### config.mk
export PLATFORM = sky130hd
export DESIGN_NAME = vector_sequencer
export DESIGN_NICKNAME = d
export VERILOG_FILES = /design/src/rtl/vector_pkg.sv /design/src/rtl/vector_lane_alu.sv /design/src/rtl/vector_sequencer.sv
export SDC_FILE = /design/constraint.sdc
export NUM_CORES = 1
export LEC_CHECK = 0
export CAP_MARGIN = 30
export CORE_UTILIZATION = 45
export DETAILED_ROUTE_END_ITERATION = 16
export PLACE_DENSITY_LB_ADDON = 0.15
export SYNTH_ARGS = -nofsm -noshare
export SYNTH_HDL_FRONTEND = slang
export SYNTH_HIERARCHICAL = 1
export SYNTH_SLANG_ARGS = --single-unit
### constraint.sdc
create_clock -name clk_i -period 14.4 [get_ports clk_i]
set_input_delay 2.88 -clock clk_i [delete_from_list [all_inputs] [get_ports clk_i]]
set_output_delay 2.88 -clock clk_i [all_outputs]
set_load 0.05 [all_outputs]
### src/rtl/vector_pkg.sv
// Shared opcode/state types and decode helpers for the vector sequencer
// and its per-lane ALU.
package vector_pkg;

  typedef enum logic [3:0] {
    op_add_e   = 4'b0000,
    op_sub_e   = 4'b0001,
    op_mul_e   = 4'b0010,
    op_adds_e  = 4'b0100,
    op_subs_e  = 4'b0101,
    op_muls_e  = 4'b0110,
    op_read_e  = 4'b1000,
    op_write_e = 4'b1001
  } op_e;

  typedef enum logic [1:0] {
    alu_add_e = 2'b00,
    alu_sub_e = 2'b01,
    alu_mul_e = 2'b10
  } alu_fn_e;

  typedef enum logic [2:0] {
    st_idle_e,
    st_run_e,
    st_drain_e,
    st_write_e,
    st_resp_e
  } state_e;

  function automatic logic is_arith(logic [3:0] op);
    return op inside {op_add_e, op_sub_e, op_mul_e, op_adds_e, op_subs_e, op_muls_e};
  endfunction

  function automatic logic is_scalar(logic [3:0] op);
    return op inside {op_adds_e, op_subs_e, op_muls_e};
  endfunction

  // The low two opcode bits select the ALU function for both operand forms.
  function automatic alu_fn_e alu_fn(logic [3:0] op);
    return alu_fn_e'(op[1:0]);
  endfunction

  // Keeps a 1-bit group field when there is only one group.
  function automatic int safe_clog2(int n);
    return (n <= 1) ? 1 : $clog2(n);
  endfunction

endpackage

### src/rtl/vector_lane_alu.sv
// Combinational add/sub/mul of one element; all results wrap modulo 2^vdw_p.
module vector_lane_alu
  import vector_pkg::*;
#(
  parameter int vdw_p = 8
) (
  input  alu_fn_e            fn_i,
  input  logic [vdw_p-1:0]   a_i,
  input  logic [vdw_p-1:0]   b_i,
  output logic [vdw_p-1:0]   res_o
);

  always_comb begin
    // NOTE: assign a default first so every path drives res_o and no latch is inferred.
    res_o = a_i + b_i;
    case (fn_i)
      alu_sub_e: res_o = a_i - b_i;
      alu_mul_e: res_o = a_i * b_i;  // sized to vdw_p, so only the low product bits survive
      default:   ;
    endcase
  end

endmodule

### src/rtl/vector_sequencer.sv
// Walks one vector instruction across the VRF lane groups: issues reads,
// runs the lane ALUs, writes back, or collects a full vector for a read.
module vector_sequencer
  import vector_pkg::*;
#(
  parameter int  els_p           = 32,
  parameter int  vlen_p          = 8,
  parameter int  vdw_p           = 8,
  parameter int  lanes_p         = 4,
  localparam int grp_lp          = vlen_p / lanes_p,
  localparam int v_addr_width_lp = $clog2(els_p),
  localparam int grp_width_lp    = safe_clog2(grp_lp),
  localparam int addr_width_lp   = v_addr_width_lp + grp_width_lp
) (
  input  logic                       clk_i,
  input  logic                       reset_i,
  input  logic                       v_i,
  output logic                       ready_o,
  input  logic [3:0]                 op_i,
  input  logic [v_addr_width_lp-1:0] vd_i,
  input  logic [v_addr_width_lp-1:0] vs1_i,
  input  logic [v_addr_width_lp-1:0] vs2_i,
  input  logic [vdw_p-1:0]           scalar_i,
  input  logic [vlen_p*vdw_p-1:0]    w_data_i,
  output logic [vlen_p*vdw_p-1:0]    r_data_o,
  output logic                       v_o,
  input  logic                       yumi_i,
  output logic [addr_width_lp-1:0]   r0_addr_o,
  output logic [addr_width_lp-1:0]   r1_addr_o,
  input  logic [lanes_p*vdw_p-1:0]   r0_data_i,
  input  logic [lanes_p*vdw_p-1:0]   r1_data_i,
  output logic [addr_width_lp-1:0]   w_addr_o,
  output logic [lanes_p*vdw_p-1:0]   w_data_o,
  output logic                       w_en_o
);

  localparam logic [grp_width_lp-1:0] first_grp_lp = '0;
  localparam logic [grp_width_lp-1:0] last_grp_lp  = grp_width_lp'(grp_lp - 1);

  state_e                                state;
  logic [grp_width_lp-1:0]               g, g_next, g_prev;
  logic [3:0]                            op_q;
  logic [v_addr_width_lp-1:0]            vd_q, vs1_q, vs2_q;
  logic [vdw_p-1:0]                      scalar_q;
  logic [grp_lp-1:0][lanes_p*vdw_p-1:0]  w_buf, r_buf;
  logic [lanes_p-1:0][vdw_p-1:0]         a_lanes, b_lanes, alu_res;
  alu_fn_e                               fn;
  logic                                  accept;

  assign ready_o  = (state == st_idle_e);
  assign accept   = v_i & ready_o;
  assign r_data_o = r_buf;
  assign g_next   = g + grp_width_lp'(1);
  assign g_prev   = g - grp_width_lp'(1);

  // NOTE: the write payload is plain storage, always loaded at accept before
  // it is used, so it carries no reset.
  always_ff @(posedge clk_i) begin
    if (accept && op_i == op_write_e) w_buf <= w_data_i;
  end

  // NOTE: non-blocking assignments so every register samples pre-edge values.
  always_ff @(posedge clk_i or negedge reset_i) begin
    if (!reset_i) begin
      state     <= st_idle_e;
      g         <= '0;
      op_q      <= '0;
      vd_q      <= '0;
      vs1_q     <= '0;
      vs2_q     <= '0;
      scalar_q  <= '0;
      r_buf     <= '0;
      v_o       <= 1'b0;
      w_en_o    <= 1'b0;
      w_addr_o  <= '0;
      r0_addr_o <= '0;
      r1_addr_o <= '0;
    end else begin
      w_en_o <= 1'b0;
      case (state)
        st_idle_e: if (accept) begin
          op_q     <= op_i;
          vd_q     <= vd_i;
          vs1_q    <= vs1_i;
          vs2_q    <= vs2_i;
          scalar_q <= scalar_i;
          g        <= '0;
          if (is_arith(op_i) || op_i == op_read_e) begin
            state     <= st_run_e;
            r0_addr_o <= {vs1_i, first_grp_lp};
            r1_addr_o <= {vs2_i, first_grp_lp};
          end else if (op_i == op_write_e) begin
            state    <= st_write_e;
            w_en_o   <= 1'b1;
            w_addr_o <= {vd_i, first_grp_lp};
          end
        end
        st_run_e: begin
          // Data on the read ports belongs to the group addressed last cycle.
          if (op_q == op_read_e && g != first_grp_lp) r_buf[g_prev] <= r0_data_i;
          if (is_arith(op_q)) begin
            w_en_o   <= 1'b1;
            w_addr_o <= {vd_q, g};
          end
          if (g == last_grp_lp) begin
            state <= st_drain_e;
          end else begin
            g         <= g_next;
            r0_addr_o <= {vs1_q, g_next};
            r1_addr_o <= {vs2_q, g_next};
          end
        end
        st_drain_e: begin
          if (op_q == op_read_e) begin
            r_buf[last_grp_lp] <= r0_data_i;
            v_o                <= 1'b1;
            state              <= st_resp_e;
          end else begin
            state <= st_idle_e;
          end
        end
        st_write_e: begin
          if (g == last_grp_lp) begin
            state <= st_idle_e;
          end else begin
            g        <= g_next;
            w_en_o   <= 1'b1;
            w_addr_o <= {vd_q, g_next};
          end
        end
        st_resp_e: if (yumi_i) begin
          v_o   <= 1'b0;
          state <= st_idle_e;
        end
        default: state <= st_idle_e;
      endcase
    end
  end

  assign a_lanes = r0_data_i;
  assign fn      = alu_fn(op_q);

  always_comb begin
    b_lanes = r1_data_i;
    if (is_scalar(op_q)) b_lanes = {lanes_p{scalar_q}};
  end

  for (genvar i = 0; i < lanes_p; i++) begin : g_lane
    vector_lane_alu #(.vdw_p(vdw_p)) u_alu (
      .fn_i  (fn),
      .a_i   (a_lanes[i]),
      .b_i   (b_lanes[i]),
      .res_o (alu_res[i])
    );
  end

  // Write data is combinational so the ALU result lands in the cycle its operands return.
  always_comb begin
    w_data_o = alu_res;
    if (state == st_write_e) w_data_o = w_buf[g];
  end

endmodule

==> impl_metrics.csv <==
group,metric,value,unit
timing,slew_viol_final,0,
routing,drt_first_iter_violations,601,
clocking,clockBufferDepth,2,
routing,drt-pass1-iter-count,8,
layout,area.growth.synth_to_final,27.33,%
grt,grt.overflow.total,0,
timing,fin_skew,8.850,ps
clocking,cts_max_level,4,
worst_setup_path,cpPeakStageDelay,830,ps
grt,grt_max_degree,68,
timing,final.min_clock_period,11120,ps
grt,grt_pass1_vias,10390,
timing,fin_tns_setup,0,ps
worst_setup_path,crit_buf_inv,4,
routing,via_per_inst,5.172,
layout,final_nets,1858,
routing,drcViolationCount,0,
layout,fillers,2478,
worst_setup_path,critical_path.top_delay_family,"adder cells",
worst_setup_path,worstSetupStartpointType,"input pin",
worst_setup_path,cp_slowest_cell,"clkdlybuf4s50_1",
timing,finalHoldViolCount,0,
worst_setup_path,crit_top_cell,"fa_1",
placement,gp_congestion,0.9039,
logic_synthesis,ys_ff_latch,178,
grt,antenna_found_initial,1,
logic_synthesis,postSynthCellCount,1299,
clocking,cts_buffers,17,
timing,post-route-period-util,0.7724,
grt,grt_first_pass_wirelength,57230,µm
clocking,clk-insertion-delay-late,440,ps
die,die_h,174.7,µm
routing,routed_wl,36470,µm
clocking,cts_setup_buffers,0,
logic_synthesis,syn_nets,1610,
logic_synthesis,ys_types,51,
layout,drive_gt1_frac,0.1173,
die,initial_core_util,0.4624,
clocking,cts.sinks,178,
clocking,tritoncts,"yes",
logic_synthesis,synth_edf_count,64,
placement,io_buffers,275,
die,core,0.02901,mm²
worst_setup_path,critPathKind,"input pin to primary output",
die,rows,62,
die,die_area,0.03050,mm²
flow_run,maxCapViolCount,0,
timing,setup_violations,0,
logic_synthesis,async_reset_ff_frac,0.6404,
logic_synthesis,yosysWarnings,6,
timing,worst_slew_pin_slew,925.6,ps
logic_synthesis,synth_top_area_frac,0.2127,
timing,max_freq,0.08991,GHz
grt,grt_usage,0.2448,
logic_synthesis,syn_area_per_cell,10.33,µm²
timing,rsz0062_at_grt,"false",
worst_setup_path,cp_cell_sequence,"clkdlybuf4s50_1 -> nand2_1 -> fa_1 -> fa_1 -> inv_1 -> fa_1 -> inv_1 -> fa_1 -> xor2_1 -> xnor3_1 -> xnor3_1 -> xnor3_1 -> mux2i_1 -> nand2_1 -> o21ai_0 -> clkdlybuf4s50_1",
worst_setup_path,critPathMaxFanout,11,
min_path,hp-class,"flop to flop",
routing,wl_per_cell,18.75,µm
logic_synthesis,ys.flop_type,"dfrtp_1",
die,die_w,174.7,µm
logic_synthesis,synthTopCellsByArea,"dfrtp_1, edfxtp_1, ha_1",
run_status,status,"complete, no violations",
worst_setup_path,end_kind,"primary output",
routing,vias,10060,
logic_synthesis,mappedNetlistArea,0.01341,mm²
clocking,hold_buffers,0,
routing,ant_nets,0,
timing,slew_headroom,0.3829,
die,ios,276,
logic_synthesis,yosysSeqAreaShare,0.3559,
worst_setup_path,cp.required,11520,ps
worst_setup_path,cp.arrival,8240,ps
clocking,clk_root_buffer_cell,"clkbuf_16",
logic_synthesis,yosysTopAreaCell,"dfrtp_1",
placement,hpwl,27670,µm
clocking,clk_pin_slew,70,ps
clocking,cts_resized,0,
stage by stage:
stage	setup WS, ps	area, µm²	util	hold slack (ps)	instances
floorplan	4474	13410	-	475.0	1299
global placement	3384	16420	0.5660	484.1	1909
detailed placement	3247	16470	0.5676	490.1	1912
CTS	3238	17080	0.5886	508.5	1944
global route	3033	17080	0.5886	521.9	1944
finish	3278	17080	0.5887	505.9	1945
layout make-up:
type,instances,area [µm²],area share
Clock buffer,17,425.4,0.02491
Multi-Input combinational cell,915,7800,0.4567
Antenna cell,1,2.502,0.0001465
Tap cell,384,480.5,0.02813
Inverter,150,563.0,0.03296
Sequential cell,178,4776,0.2796
Clock inverter,15,183.9,0.01077
Timing Repair Buffer,285,2849,0.1668
layer usage:
metal  GRT usage  up-vias  share of wire
met4     0.08225        0          0.025
met5           0        -              0
met1      0.3273     4871           0.45
met3     0.05070       53          0.055
li1            -     4821              -
met2      0.3955      314           0.47
cell usage after synthesis, types with 2 or more instances:
cell,number
a2111oi_0,4
a211oi_1,5
a21o_1,16
a21oi_1,33
a2bb2oi_1,2
a31oi_1,16
a32oi_1,4
and2_1,54
buf_1,2
buf_12,3
buf_2,17
clkbuf_1,31
dfrtp_1,114
edfxtp_1,64
fa_1,52
ha_1,100
inv_1,150
mux2_2,96
mux2_4,30
mux2i_1,40
nand2_1,191
nand2_2,4
nand2b_1,10
nor2_1,55
nor2b_1,8
nor3_1,13
nor4_1,5
o211ai_1,4
o21a_1,9
o21ai_0,44
o21bai_1,5
o22ai_1,2
o31ai_1,4
or3_1,2
xnor2_1,70
xnor2_2,3
xnor3_1,12
xor2_1,12
cells by family (layout without fill, tap and decap cells):
group / count (synthesis) / count (layout) / synth area share
xor+xnor: 97 / 97 / 0.07733
flops: 178 / 178 / 0.3559
fa+ha+maj: 152 / 152 / 0.1709
compound gates: 150 / 150 / 0.06893
other cells: 0 / 1 / 0
mux: 166 / 166 / 0.1440
simple gates: 350 / 350 / 0.1191
buf+inv: 206 / 467 / 0.06380
cell usage in the layout (no fill, tap or decap), drive strengths merged, types with 2 or more instances in the layout:
master | Yosys | final
a2111oi | 4 | 4
a211oi | 5 | 5
a21o | 16 | 16
a21oi | 33 | 33
a2bb2oi | 2 | 2
a31oi | 16 | 16
a32oi | 4 | 4
and2 | 54 | 54
buf | 24 | 11
clkbuf | 32 | 17
clkdlybuf4s50 | 0 | 274
clkinv | 0 | 5
dfrtp | 114 | 114
edfxtp | 64 | 64
fa | 52 | 52
ha | 100 | 100
inv | 150 | 159
mux2 | 126 | 126
mux2i | 40 | 40
nand2 | 195 | 195
nand2b | 10 | 10
nor2 | 55 | 55
nor2b | 8 | 8
nor3 | 13 | 13
nor4 | 5 | 5
nor4b | 3 | 3
o211ai | 4 | 4
o21a | 9 | 9
o21ai | 45 | 45
o21bai | 5 | 5
o22ai | 2 | 2
o31ai | 4 | 4
or3 | 2 | 2
xnor2 | 73 | 73
xnor3 | 12 | 12
xor2 | 12 | 12
sequential cells by signal (all words and copies together) (netlist names), 3 cells and up:
register   flops
r_data_o      64
w_buf         64
scalar_q       8
r0_addr_o      6
w_addr_o       6
r1_addr_o      5
vd_q           5
vs1_q          5
vs2_q          5
op_q           4
state          3
final timing paths:
kind / startpoint / endpoint / slack [ps] / cells past startpoint
setup / recovery: r0_data_i[25] / w_data_o[31] / 3280 / 16
hold / removal: r_data_o[22]$_DFFE_PN0P_ / r_data_o[22]$_DFFE_PN0P_ / 510 / 1
setup reg to reg: state[2]$_DFFE_PN0P_ / w_buf[50]$_DFFE_PP_ / 11500 / 4
hold reg to reg: r_data_o[22]$_DFFE_PN0P_ / r_data_o[22]$_DFFE_PN0P_ / 510 / 1
max in group asynchronous: reset_i / g$_DFFE_PN0P_ / 10540 / 2
min in group asynchronous: reset_i / r_data_o[35]$_DFFE_PN0P_ / 2440 / 1
Power is not shown: default switching activity piles up to over one toggle a cycle in this logic, so the estimate is an artifact.
